File: src/rtl/arp_pkg.sv
`default_nettype none
// +------------------------------------------------------------------------+
// | Package : arp_pkg                                                      |
// | Purpose : Shared ARP constants and the ARP transmit FSM state encoding.|
// | Contents: ARP operation codes, fixed header field values, broadcast    |
// |           MAC, one-hot state type for arp_tx.                          |
// | Revision: 1.0  initial release                                         |
// +------------------------------------------------------------------------+
package arp_pkg;

  localparam logic [15:0] ARP_REQUEST_CODE = 16'h0001;
  localparam logic [15:0] ARP_REPLY_CODE   = 16'h0002;

  localparam logic [15:0] ARP_HTYPE_ETH    = 16'h0001;
  localparam logic [15:0] ARP_PTYPE_IPV4   = 16'h0800;
  localparam logic [7:0]  ARP_HLEN         = 8'h06;
  localparam logic [7:0]  ARP_PLEN         = 8'h04;

  localparam logic [47:0] BROADCAST_MAC    = 48'hFFFF_FFFF_FFFF;

  // Number of bytes carrying ARP fields; everything past this is zero pad.
  localparam int          ARP_BODY_BYTES   = 28;

  typedef enum logic [3:0] {
    ST_IDLE = 4'b0001,
    ST_WAIT = 4'b0010,
    ST_SEND = 4'b0100,
    ST_END  = 4'b1000
  } arp_state_t;

endpackage
`default_nettype wire

File: src/rtl/arp_tx_if.sv
`default_nettype none
// +------------------------------------------------------------------------+
// | Interface : arp_tx_if                                                  |
// | Purpose   : Handshake and data bus between the ARP transmitter and the |
// |             MAC transmit framer.                                       |
// | Signals   : arp_tx_req      frame ready (level)                        |
// |             mac_tx_ack      1-cycle grant from the MAC                 |
// |             mac_data_req    per-byte strobe from the MAC               |
// |             arp_tx_data     payload byte                               |
// |             arp_tx_op       ARP operation for the Ethernet header      |
// |             arp_tx_dest_mac destination MAC for the Ethernet header    |
// |             arp_tx_end      1-cycle pulse after the last byte          |
// | Modports  : master = ARP transmitter, slave = MAC framer               |
// | Revision  : 1.0  initial release                                       |
// +------------------------------------------------------------------------+
interface arp_tx_if;

  logic        arp_tx_req;
  logic        mac_tx_ack;
  logic        mac_data_req;
  logic [7:0]  arp_tx_data;
  logic [15:0] arp_tx_op;
  logic [47:0] arp_tx_dest_mac;
  logic        arp_tx_end;

  modport master (
    output arp_tx_req,
    output arp_tx_data,
    output arp_tx_op,
    output arp_tx_dest_mac,
    output arp_tx_end,
    input  mac_tx_ack,
    input  mac_data_req
  );

  modport slave (
    input  arp_tx_req,
    input  arp_tx_data,
    input  arp_tx_op,
    input  arp_tx_dest_mac,
    input  arp_tx_end,
    output mac_tx_ack,
    output mac_data_req
  );

endinterface
`default_nettype wire

File: src/rtl/arp_tx.sv
`default_nettype none
// +------------------------------------------------------------------------+
// | Module  : arp_tx                                                       |
// | Purpose : Builds ARP request/reply payloads (28-byte ARP body plus     |
// |           zero pad up to FRAME_BYTES) and streams them one byte per    |
// |           MAC data strobe. Replies come from the ARP receive stage,    |
// |           requests from the upper layer; replies win ties.             |
// | Ports   : clk, rst_n (synchronous, active-low)                         |
// |           local_ip_addr / local_mac_addr   sender addresses (static)   |
// |           dest_ip_addr                     IP to resolve on request    |
// |           arp_request_req                  1-cycle request pulse       |
// |           arp_reply_req / arp_reply_ack    reply level / accept pulse  |
// |           arp_rec_source_ip/mac_addr       reply target addresses      |
// |           mac (arp_tx_if.master)           MAC transmit handshake/data |
// | Params  : FRAME_BYTES (>= 28), ACK_TIMEOUT (cycles waiting for grant)  |
// | Revision: 1.0  initial release                                         |
// +------------------------------------------------------------------------+
module arp_tx
  import arp_pkg::*;
#(
  parameter int          FRAME_BYTES = 46,
  parameter logic [15:0] ACK_TIMEOUT = 16'd1000
) (
  input  wire logic        clk,
  input  wire logic        rst_n,
  input  wire logic [31:0] local_ip_addr,
  input  wire logic [47:0] local_mac_addr,
  input  wire logic [31:0] dest_ip_addr,
  input  wire logic        arp_request_req,
  input  wire logic        arp_reply_req,
  output logic             arp_reply_ack,
  input  wire logic [31:0] arp_rec_source_ip_addr,
  input  wire logic [47:0] arp_rec_source_mac_addr,
  arp_tx_if.master         mac
);

  localparam int             CNT_W    = $clog2(FRAME_BYTES);
  localparam logic [CNT_W-1:0] LAST_IDX = CNT_W'(FRAME_BYTES - 1);

  arp_state_t        r_state;
  logic [CNT_W-1:0]  r_cnt;
  logic [15:0]       r_tcnt;
  logic              r_pending;
  logic [47:0]       r_target_mac;
  logic [31:0]       r_target_ip;
  logic [15:0]       r_op;
  logic [47:0]       r_dest_mac;
  logic [7:0]        r_data;
  logic              r_tx_req;
  logic              r_tx_end;
  logic              r_reply_ack;

  logic [7:0]        w_byte;
  int                w_idx;

  // Payload byte selected by the current byte counter.
  always_comb begin
    w_byte = 8'h00;
    w_idx  = int'(r_cnt);
    case (w_idx)
      0:  w_byte = ARP_HTYPE_ETH[15:8];
      1:  w_byte = ARP_HTYPE_ETH[7:0];
      2:  w_byte = ARP_PTYPE_IPV4[15:8];
      3:  w_byte = ARP_PTYPE_IPV4[7:0];
      4:  w_byte = ARP_HLEN;
      5:  w_byte = ARP_PLEN;
      6:  w_byte = r_op[15:8];
      7:  w_byte = r_op[7:0];
      8:  w_byte = local_mac_addr[47:40];
      9:  w_byte = local_mac_addr[39:32];
      10: w_byte = local_mac_addr[31:24];
      11: w_byte = local_mac_addr[23:16];
      12: w_byte = local_mac_addr[15:8];
      13: w_byte = local_mac_addr[7:0];
      14: w_byte = local_ip_addr[31:24];
      15: w_byte = local_ip_addr[23:16];
      16: w_byte = local_ip_addr[15:8];
      17: w_byte = local_ip_addr[7:0];
      18: w_byte = r_target_mac[47:40];
      19: w_byte = r_target_mac[39:32];
      20: w_byte = r_target_mac[31:24];
      21: w_byte = r_target_mac[23:16];
      22: w_byte = r_target_mac[15:8];
      23: w_byte = r_target_mac[7:0];
      24: w_byte = r_target_ip[31:24];
      25: w_byte = r_target_ip[23:16];
      26: w_byte = r_target_ip[15:8];
      27: w_byte = r_target_ip[7:0];
      default: w_byte = 8'h00;  // zero pad up to FRAME_BYTES
    endcase
  end

  always_ff @(posedge clk) begin
    if (!rst_n) begin
      r_state      <= ST_IDLE;
      r_cnt        <= '0;
      r_tcnt       <= '0;
      r_pending    <= 1'b0;
      r_target_mac <= '0;
      r_target_ip  <= '0;
      r_op         <= '0;
      r_dest_mac   <= '0;
      r_data       <= '0;
      r_tx_req     <= 1'b0;
      r_tx_end     <= 1'b0;
      r_reply_ack  <= 1'b0;
    end else begin
      r_reply_ack <= 1'b0;
      r_tx_end    <= 1'b0;
      // Request pulses collapse into one pending flag; cleared on accept below.
      r_pending   <= r_pending | arp_request_req;

      case (r_state)
        ST_IDLE: begin
          r_cnt  <= '0;
          r_tcnt <= '0;
          if (arp_reply_req) begin
            // Reply wins; any pending request stays pending for later.
            r_reply_ack  <= 1'b1;
            r_target_mac <= arp_rec_source_mac_addr;
            r_target_ip  <= arp_rec_source_ip_addr;
            r_op         <= ARP_REPLY_CODE;
            r_dest_mac   <= arp_rec_source_mac_addr;
            r_tx_req     <= 1'b1;
            r_state      <= ST_WAIT;
          end else if (r_pending || arp_request_req) begin
            r_pending    <= 1'b0;
            r_target_mac <= '0;
            r_target_ip  <= dest_ip_addr;
            r_op         <= ARP_REQUEST_CODE;
            r_dest_mac   <= BROADCAST_MAC;
            r_tx_req     <= 1'b1;
            r_state      <= ST_WAIT;
          end
        end

        ST_WAIT: begin
          if (mac.mac_tx_ack) begin
            r_tx_req <= 1'b0;
            r_tcnt   <= '0;
            r_cnt    <= '0;
            r_state  <= ST_SEND;
          end else if (r_tcnt == ACK_TIMEOUT - 16'd1) begin
            // No grant in time: drop the frame silently.
            r_tx_req <= 1'b0;
            r_tcnt   <= '0;
            r_state  <= ST_IDLE;
          end else begin
            r_tcnt <= r_tcnt + 16'd1;
          end
        end

        ST_SEND: begin
          if (mac.mac_data_req) begin
            r_data <= w_byte;
            if (r_cnt == LAST_IDX) begin
              r_cnt    <= '0;
              r_tx_end <= 1'b1;
              r_state  <= ST_END;
            end else begin
              r_cnt <= r_cnt + 1'b1;
            end
          end
        end

        ST_END: begin
          r_cnt   <= '0;
          r_state <= ST_IDLE;
        end

        default: begin
          r_tx_req <= 1'b0;
          r_state  <= ST_IDLE;
        end
      endcase
    end
  end

  assign arp_reply_ack       = r_reply_ack;
  assign mac.arp_tx_req      = r_tx_req;
  assign mac.arp_tx_data     = r_data;
  assign mac.arp_tx_op       = r_op;
  assign mac.arp_tx_dest_mac = r_dest_mac;
  assign mac.arp_tx_end      = r_tx_end;

endmodule
`default_nettype wire

File: src/flat_wrapper.sv
// flat-port wrapper written by rule: the top's interface ports become plain ports
module arp_tx_flat import arp_pkg::*;
#(
  parameter int          FRAME_BYTES = 46,
  parameter logic [15:0] ACK_TIMEOUT = 16'd1000
)
  (clk, rst_n, local_ip_addr, local_mac_addr, dest_ip_addr, arp_request_req, arp_reply_req, arp_reply_ack, arp_rec_source_ip_addr, arp_rec_source_mac_addr, mac_arp_tx_req, mac_arp_tx_data, mac_arp_tx_op, mac_arp_tx_dest_mac, mac_arp_tx_end, mac_mac_tx_ack, mac_mac_data_req);
  arp_tx_if mac_i ();
  input  wire logic clk;
  input  wire logic rst_n;
  input  wire logic [31:0] local_ip_addr;
  input  wire logic [47:0] local_mac_addr;
  input  wire logic [31:0] dest_ip_addr;
  input  wire logic arp_request_req;
  input  wire logic arp_reply_req;
  output logic arp_reply_ack;
  input  wire logic [31:0] arp_rec_source_ip_addr;
  input  wire logic [47:0] arp_rec_source_mac_addr;
  output wire logic [$bits(mac_i.arp_tx_req)-1:0] mac_arp_tx_req;
  output wire logic [$bits(mac_i.arp_tx_data)-1:0] mac_arp_tx_data;
  output wire logic [$bits(mac_i.arp_tx_op)-1:0] mac_arp_tx_op;
  output wire logic [$bits(mac_i.arp_tx_dest_mac)-1:0] mac_arp_tx_dest_mac;
  output wire logic [$bits(mac_i.arp_tx_end)-1:0] mac_arp_tx_end;
  input wire logic [$bits(mac_i.mac_tx_ack)-1:0] mac_mac_tx_ack;
  input wire logic [$bits(mac_i.mac_data_req)-1:0] mac_mac_data_req;
  assign mac_arp_tx_req = mac_i.arp_tx_req;
  assign mac_arp_tx_data = mac_i.arp_tx_data;
  assign mac_arp_tx_op = mac_i.arp_tx_op;
  assign mac_arp_tx_dest_mac = mac_i.arp_tx_dest_mac;
  assign mac_arp_tx_end = mac_i.arp_tx_end;
  assign mac_i.mac_tx_ack = mac_mac_tx_ack;
  assign mac_i.mac_data_req = mac_mac_data_req;
  arp_tx #(.FRAME_BYTES(FRAME_BYTES), .ACK_TIMEOUT(ACK_TIMEOUT)) u_core (.clk(clk), .rst_n(rst_n), .local_ip_addr(local_ip_addr), .local_mac_addr(local_mac_addr), .dest_ip_addr(dest_ip_addr), .arp_request_req(arp_request_req), .arp_reply_req(arp_reply_req), .arp_reply_ack(arp_reply_ack), .arp_rec_source_ip_addr(arp_rec_source_ip_addr), .arp_rec_source_mac_addr(arp_rec_source_mac_addr), .mac(mac_i));
endmodule
File: config.mk
export PLATFORM = sky130hd
export DESIGN_NAME = arp_tx_flat
export DESIGN_NICKNAME = d
export VERILOG_FILES = /design/src/rtl/arp_pkg.sv /design/src/rtl/arp_tx_if.sv /design/src/rtl/arp_tx.sv /design/src/flat_wrapper.sv
export SDC_FILE = /design/constraint.sdc
export NUM_CORES = 1
export LEC_CHECK = 0
export ABC_AREA = 1
export BUFFER_PORTS_ARGS = -buffer_cell sky130_fd_sc_hd__buf_4
export CORE_MARGIN = 4
export CORE_UTILIZATION = 51
export CTS_CLUSTER_DIAMETER = 200
export DETAILED_ROUTE_END_ITERATION = 8
export PLACE_DENSITY = 0.81
export SYNTH_ARGS = -nofsm -noshare
export SYNTH_HDL_FRONTEND = slang
export SYNTH_SLANG_ARGS = --single-unit
File: constraint.sdc
create_clock -name clk -period 2.1 [get_ports clk]
set_input_delay 0.105 -clock clk [delete_from_list [all_inputs] [get_ports clk]]
set_output_delay 0.105 -clock clk [all_outputs]
set_load 0.03 [all_outputs]
# Word level (Yosys, flattened, before mapping)
# Cells that the tools add are included.
# totals
ff_bits	182
inputBits	198
output_inout_bits	75
word_cells	99
# classes
add_sub_neg	2
n_eq_ne	37
n_mux	33
bitwise_logic	2
n_reduce_logical	13
# ops
operator	count
$pmux W8 S26	1
$mux W48	4
$eq A6 B5 Y1 const B	12
$mux W16	4
$mux W32	2
$eq A6 B4 Y1 const B	8
$pmux W16 S2	1
$eq A6 B3 Y1 const B	4
$mux W4	6
$mux W6	3
$pmux W6 S3	1
$add A16 B1 Y16 const B	1
$eq A16 B10 Y1 const B	1
$pmux W4 S3	1
$mux W1	9
$reduce_and A3 Y1	3
$add A6 B1 Y6 const B	1
$eq A6 B1 Y1 const B	1
$eq A6 B2 Y1 const B	1
$eq A6 B6 Y1 const B	1
$ne A3 B2 Y1 const B	2
$reduce_and A2 Y1	3
$eq A4 B1 Y1 const B	1
$eq A4 B2 Y1 const B	1
12 further kinds	15

# Logic depth before layout (Yosys ltp)
# logic_depth
word_depth	4
mapped_depth	13
ltp_nobuf	12

# Worst setup path before layout
# No wires, ideal clock.
# synth_path
path_kind	reg-to-reg
startpoint	reg u_core.r_cnt[0]
endpoint	reg u_core.r_data[2] (netlist: u_core.mac.arp_tx_data[2])
setup_time_ps	70
arrival_time_ps	1626
t_required_ps	2030
setup_slack_ps	404
path_stages_with_launch	14
n_path_buf	1
period_less_slack_ps	1696
path_cell_list	dfxtp_1 inv_1 ha_1 clkbuf_1 inv_1 nor2_2 nand3_1 nand2_1 nor2_1 nand2_1 inv_1 nand3_1 nand2_1 a21oi_1
# synth_between
elab_chain_cells	2
elab_cells_between_ends	27
cone_classes	eq/ne: 26; mux: 1
# synth_lines
element	line	source
start, declared	arp_tx.sv:41	logic [CNT_W-1:0] r_cnt;
start signal, assigned	arp_tx.sv:161	r_cnt <= r_cnt + 1'b1;
$eq A6 B5 Y1 (tied with other cells)	arp_tx.sv:60	case (w_idx)
$pmux W8 S26 (*)	arp_tx.sv:60	
end signal, assigned	arp_tx.sv:155	r_data <= w_byte;
end, declared	arp_tx.sv:48	logic [7:0] r_data;
# Mark *: on every way between the ends. The rest lies on a longest branch, timed or not.
# A chain may end at the register's enable or synchronous reset.

# Worst setup path in the final report
# layout_path
startpoint	reg u_core.r_cnt[0]
endpoint	reg u_core.r_data[5] (netlist: u_core.mac.arp_tx_data[5])
# Same word-level chain as after synthesis.

==> insert_results.sql <==
INSERT INTO impl_metrics (metric_group, metric, value, unit) VALUES
('detailed_routing', 'drt_pass1_iterations', '6', ''),
('global_routing', 'grt_first_pass_wirelength', '50.2', 'mm'),
('synth', 'synth_mux_area_frac', '0', ''),
('critical_path', 'startpoint', 'u_core.r_cnt[0]', ''),
('synth', 'synth_edf_count', '0', ''),
('global_routing', 'number_of_global_route_vias_before_repair', '9569', ''),
('sta', 'final_period_utilization', '0.955', ''),
('synth', 'proportion_of_synthesized_chip_area_in_sequential_cells', '0.417', ''),
('die', 'die_w', '134', 'um'),
('clock_tree', 'clock_sinks', '168', ''),
('critical_path', 'timing_worst_setup_path_type', 'flip-flop to flip-flop', ''),
('critical_path', 'worst-endpoint-required', '2470', 'ps'),
('run_status', 'status', 'completed', ''),
('placed_design', 'place_inst', '1657', ''),
('synth', 'postSynthRegisterBits', '168', ''),
('synth', 'postSynth.asyncResetShare', '0', ''),
('critical_path', 'arrival_time_of_data_at_the_critical_path_endpoint', '2380', 'ps'),
('sta', 'timing.final.crit_period', '2010', 'ps'),
('clock_tree', 'cts-buffers-inserted', '17', ''),
('die', 'die_height', '134', 'um'),
('critical_path', 'reg2regPathDepth', '10', ''),
('sta', 'fmaxAchievable', '499', 'MHz'),
('synth', 'synth_flop_cell', 'sky130_fd_sc_hd__dfxtp_1', ''),
('clock_tree', 'tritoncts', 'done', ''),
('flow_run', 'max_cap_violations', '0', ''),
('synth', 'syn-cell-area', '8070', 'um^2'),
('layout', 'finish.net_count', '1763', ''),
('synth', 'syn-instance-count', '1212', ''),
('detailed_routing', 'drt-total-wl', '32.4', 'mm'),
('placed_design', 'detailedPlacementHpwl', '22.2', 'mm'),
('detailed_routing', 'post_drt_via_cell_ratio', '5.58', ''),
('global_routing', 'initial_antenna_violation_count', '0', ''),
('layout', 'drive_above_1_share', '0.232', ''),
('worst_hold_path', 'timing.hold.worst.class', 'input port to flip-flop', ''),
('critical_path', 'category_of_the_worst_setup_path_capture_point', 'flip-flop', ''),
('die', 'floorplan.initialDensity', '0.525', ''),
('critical_path', 'worst-path-max-fanout', '6', ''),
('synth', 'netlist-cell-type-count', '33', ''),
('critical_path', 'worstSetupEndpoint', 'u_core.mac.arp_tx_data[5]', ''),
('placed_design', 'port-buffer-count', '258', ''),
('sta', 'worst_slew_margin_rel', '0.653', ''),
('layout', 'antenna_cells_inserted', '0', ''),
('clock_tree', 'post_cts_buffers', '0', ''),
('detailed_routing', 'detail_route.wl_per_cell', '18.2', 'um'),
('global_routing', 'overflow', '0', ''),
('critical_path', 'cp_common_cell', 'sky130_fd_sc_hd__nand2_1', ''),
('clock_tree', 'cts_htree_levels', '4', ''),
('synth', 'synth-compound-area-share', '0.135', ''),
('critical_path', 'startpoint_type', 'flip-flop', ''),
('critical_path', 'worstSetupPathDepth', '10', ''),
('detailed_routing', 'antenna_left', '0', ''),
('global_routing', 'grt_max_degree', '52', ''),
('die', 'total_core_area', '15400', 'um^2'),
('critical_path', 'reg2reg_setup_slack', '90', 'ps'),
('clock_tree', 'clock_root_buffer_master', 'sky130_fd_sc_hd__clkbuf_16', ''),
('sta', 'hold_viol_final', '0', ''),
('pwr', 'cellLeakagePower', '0.00561', 'uW'),
('detailed_routing', 'vias', '9947', ''),
('synth', 'syn-mean-instance-area', '6.66', 'um^2'),
('layout', 'layout.cells.most_common', 'sky130_fd_sc_hd__buf_4', ''),
('layout', 'instances_no_fill', '1784', ''),
('sta', 'setup_viol', '0', ''),
('sta', 'fin_setup_tns', '0', 'ps'),
('critical_path', 'critical_path_top_delay_cell', 'sky130_fd_sc_hd__dfxtp_1', ''),
('pwr', 'ir_drop_worst_case_vdd', '577', 'uV'),
('critical_path', 'kind_of_cell_adding_the_most_delay_to_the_critical_path', 'simple AND/OR/NAND/NOR gates', ''),
('layout', 'fillers', '1124', ''),
('synth', 'yosys_warnings', '0', ''),
('die', 'floorplan.io_pins', '273', ''),
('synth', 'simple_gate_area_share_of_the_yosys_netlist', '0.349', ''),
('critical_path', 'timing.critical_path.buf_inv', '1', '');
-- cell families (layout without fill, tap and decap cells) --
family	after synthesis	in the layout
AO/OA/AOI/OAI	201	201
XOR/XNOR	3	3
adder cells (fa/ha/maj)	5	5
buffers and inverters	164	512
flip-flops	168	168
other	1	14
AND/OR/NAND/NOR	670	670
-- metrics by stage --
stage / utilization / area [um^2] / hold slack, ps / worst slack [ps] / power, uW
5_1_grt: 0.774 / 11900 / 3.21 / 4.56 / 10800
4_1_cts: 0.772 / 11900 / 0.361 / 24.8 / 10200
6_report: 0.774 / 11900 / 0.489 / 94.5 / 10400
2_1_floorplan: - / 8120 / 254 / 404 / 5720
3_3_place_gp: 0.671 / 10300 / 381 / 143 / 6870
3_5_place_dp: 0.671 / 10300 / 387 / 84.7 / 6910
-- cell usage after synthesis, types with 2 or more instances --
master | number | area (um^2)
sky130_fd_sc_hd__buf_4 | 17 | 128
sky130_fd_sc_hd__xor2_1 | 2 | 17.5
sky130_fd_sc_hd__nand4_1 | 51 | 319
sky130_fd_sc_hd__o211ai_1 | 2 | 15.0
sky130_fd_sc_hd__nor3_1 | 15 | 75.1
sky130_fd_sc_hd__nand3_1 | 77 | 385
sky130_fd_sc_hd__a31oi_1 | 33 | 206
sky130_fd_sc_hd__o21ai_1 | 5 | 25.0
sky130_fd_sc_hd__nor2_4 | 2 | 22.5
sky130_fd_sc_hd__nand2_2 | 2 | 12.5
sky130_fd_sc_hd__nand2_1 | 282 | 1060
sky130_fd_sc_hd__nor2_2 | 9 | 56.3
sky130_fd_sc_hd__clkbuf_1 | 40 | 150
sky130_fd_sc_hd__inv_1 | 76 | 285
sky130_fd_sc_hd__nor2_1 | 226 | 848
sky130_fd_sc_hd__buf_2 | 21 | 105
sky130_fd_sc_hd__dfxtp_1 | 168 | 3360
sky130_fd_sc_hd__a21oi_1 | 56 | 280
sky130_fd_sc_hd__nor3b_1 | 3 | 22.5
sky130_fd_sc_hd__a211oi_1 | 11 | 82.6
sky130_fd_sc_hd__buf_1 | 4 | 15.0
sky130_fd_sc_hd__inv_2 | 5 | 18.8
sky130_fd_sc_hd__o21ai_0 | 91 | 455
sky130_fd_sc_hd__ha_1 | 5 | 62.6
-- tightest hold or removal path, stage by stage --
cell and delay (ps):
sky130_fd_sc_hd__buf_4 70, sky130_fd_sc_hd__o21ai_0 120, sky130_fd_sc_hd__nor2_1 100
-- routing by layer --
layer  routed length (um)  part of all wire  GRT usage
met5                    0                 0          0
met4                 1440             0.044      0.149
met3                 3590              0.11     0.0926
met2                14900              0.46      0.580
met1                12500              0.38      0.437
-- cell type report --
cell class / instances / area [um^2] / share of cell area
Clock buffer: 19 / 443 / 0.0372
Timing Repair Buffer: 398 / 3260 / 0.274
Inverter: 82 / 308 / 0.0259
Sequential cell: 168 / 3360 / 0.283
Clock inverter: 13 / 149 / 0.0125
Tap cell: 211 / 264 / 0.0222
Multi-Input combinational cell: 893 / 4110 / 0.345
-- power by group --
group / total, uW / internal, uW / switching (uW)
logic: 3080 / 1220 / 1870
registers: 4050 / 3710 / 336
clock network: 3230 / 1730 / 1490
-- timing repair --
action / 4_1_cts / 5_1_grt
hold buffers: 95 / 0
endpoints found under the setup margin: 1 / 10
hold endpoints to repair: 88 / 0
resized for setup: 1 / 10
-- sequential cells by signal, indices dropped and copies added, names as in the netlist --
| signal | count |
|---|---|
| u_core.arp_reply_ack | 1 |
| u_core.r_tcnt | 16 |
| u_core.r_target_ip | 32 |
| u_core.mac.arp_tx_dest_mac | 48 |
| u_core.mac.arp_tx_data | 8 |
| u_core.r_pending | 1 |
| u_core.mac.arp_tx_req | 1 |
| u_core.mac.arp_tx_op | 2 |
| u_core.r_state | 4 |
| u_core.r_cnt | 6 |
| u_core.r_target_mac | 48 |
| u_core.mac.arp_tx_end | 1 |
-- how the worst min path moves through the flow --
stage	slack, ps	endpoint	depth (start not counted)	from
floorplan	250	u_core.mac.arp_tx_dest_mac[36]	2	arp_rec_source_mac_addr[36]
global placement	380	u_core.mac.arp_tx_dest_mac[12]	3	arp_rec_source_mac_addr[12]
detailed placement	390	u_core.r_target_ip[28]	3	dest_ip_addr[28]
CTS	0.4	u_core.mac.arp_tx_dest_mac[10]	3	arp_rec_source_mac_addr[10]
global route	3	u_core.mac.arp_tx_dest_mac[10]	3	arp_rec_source_mac_addr[10]
finish	0.5	u_core.mac.arp_tx_dest_mac[6]	3	arp_rec_source_mac_addr[6]
(Power assumes the default switching activity.)
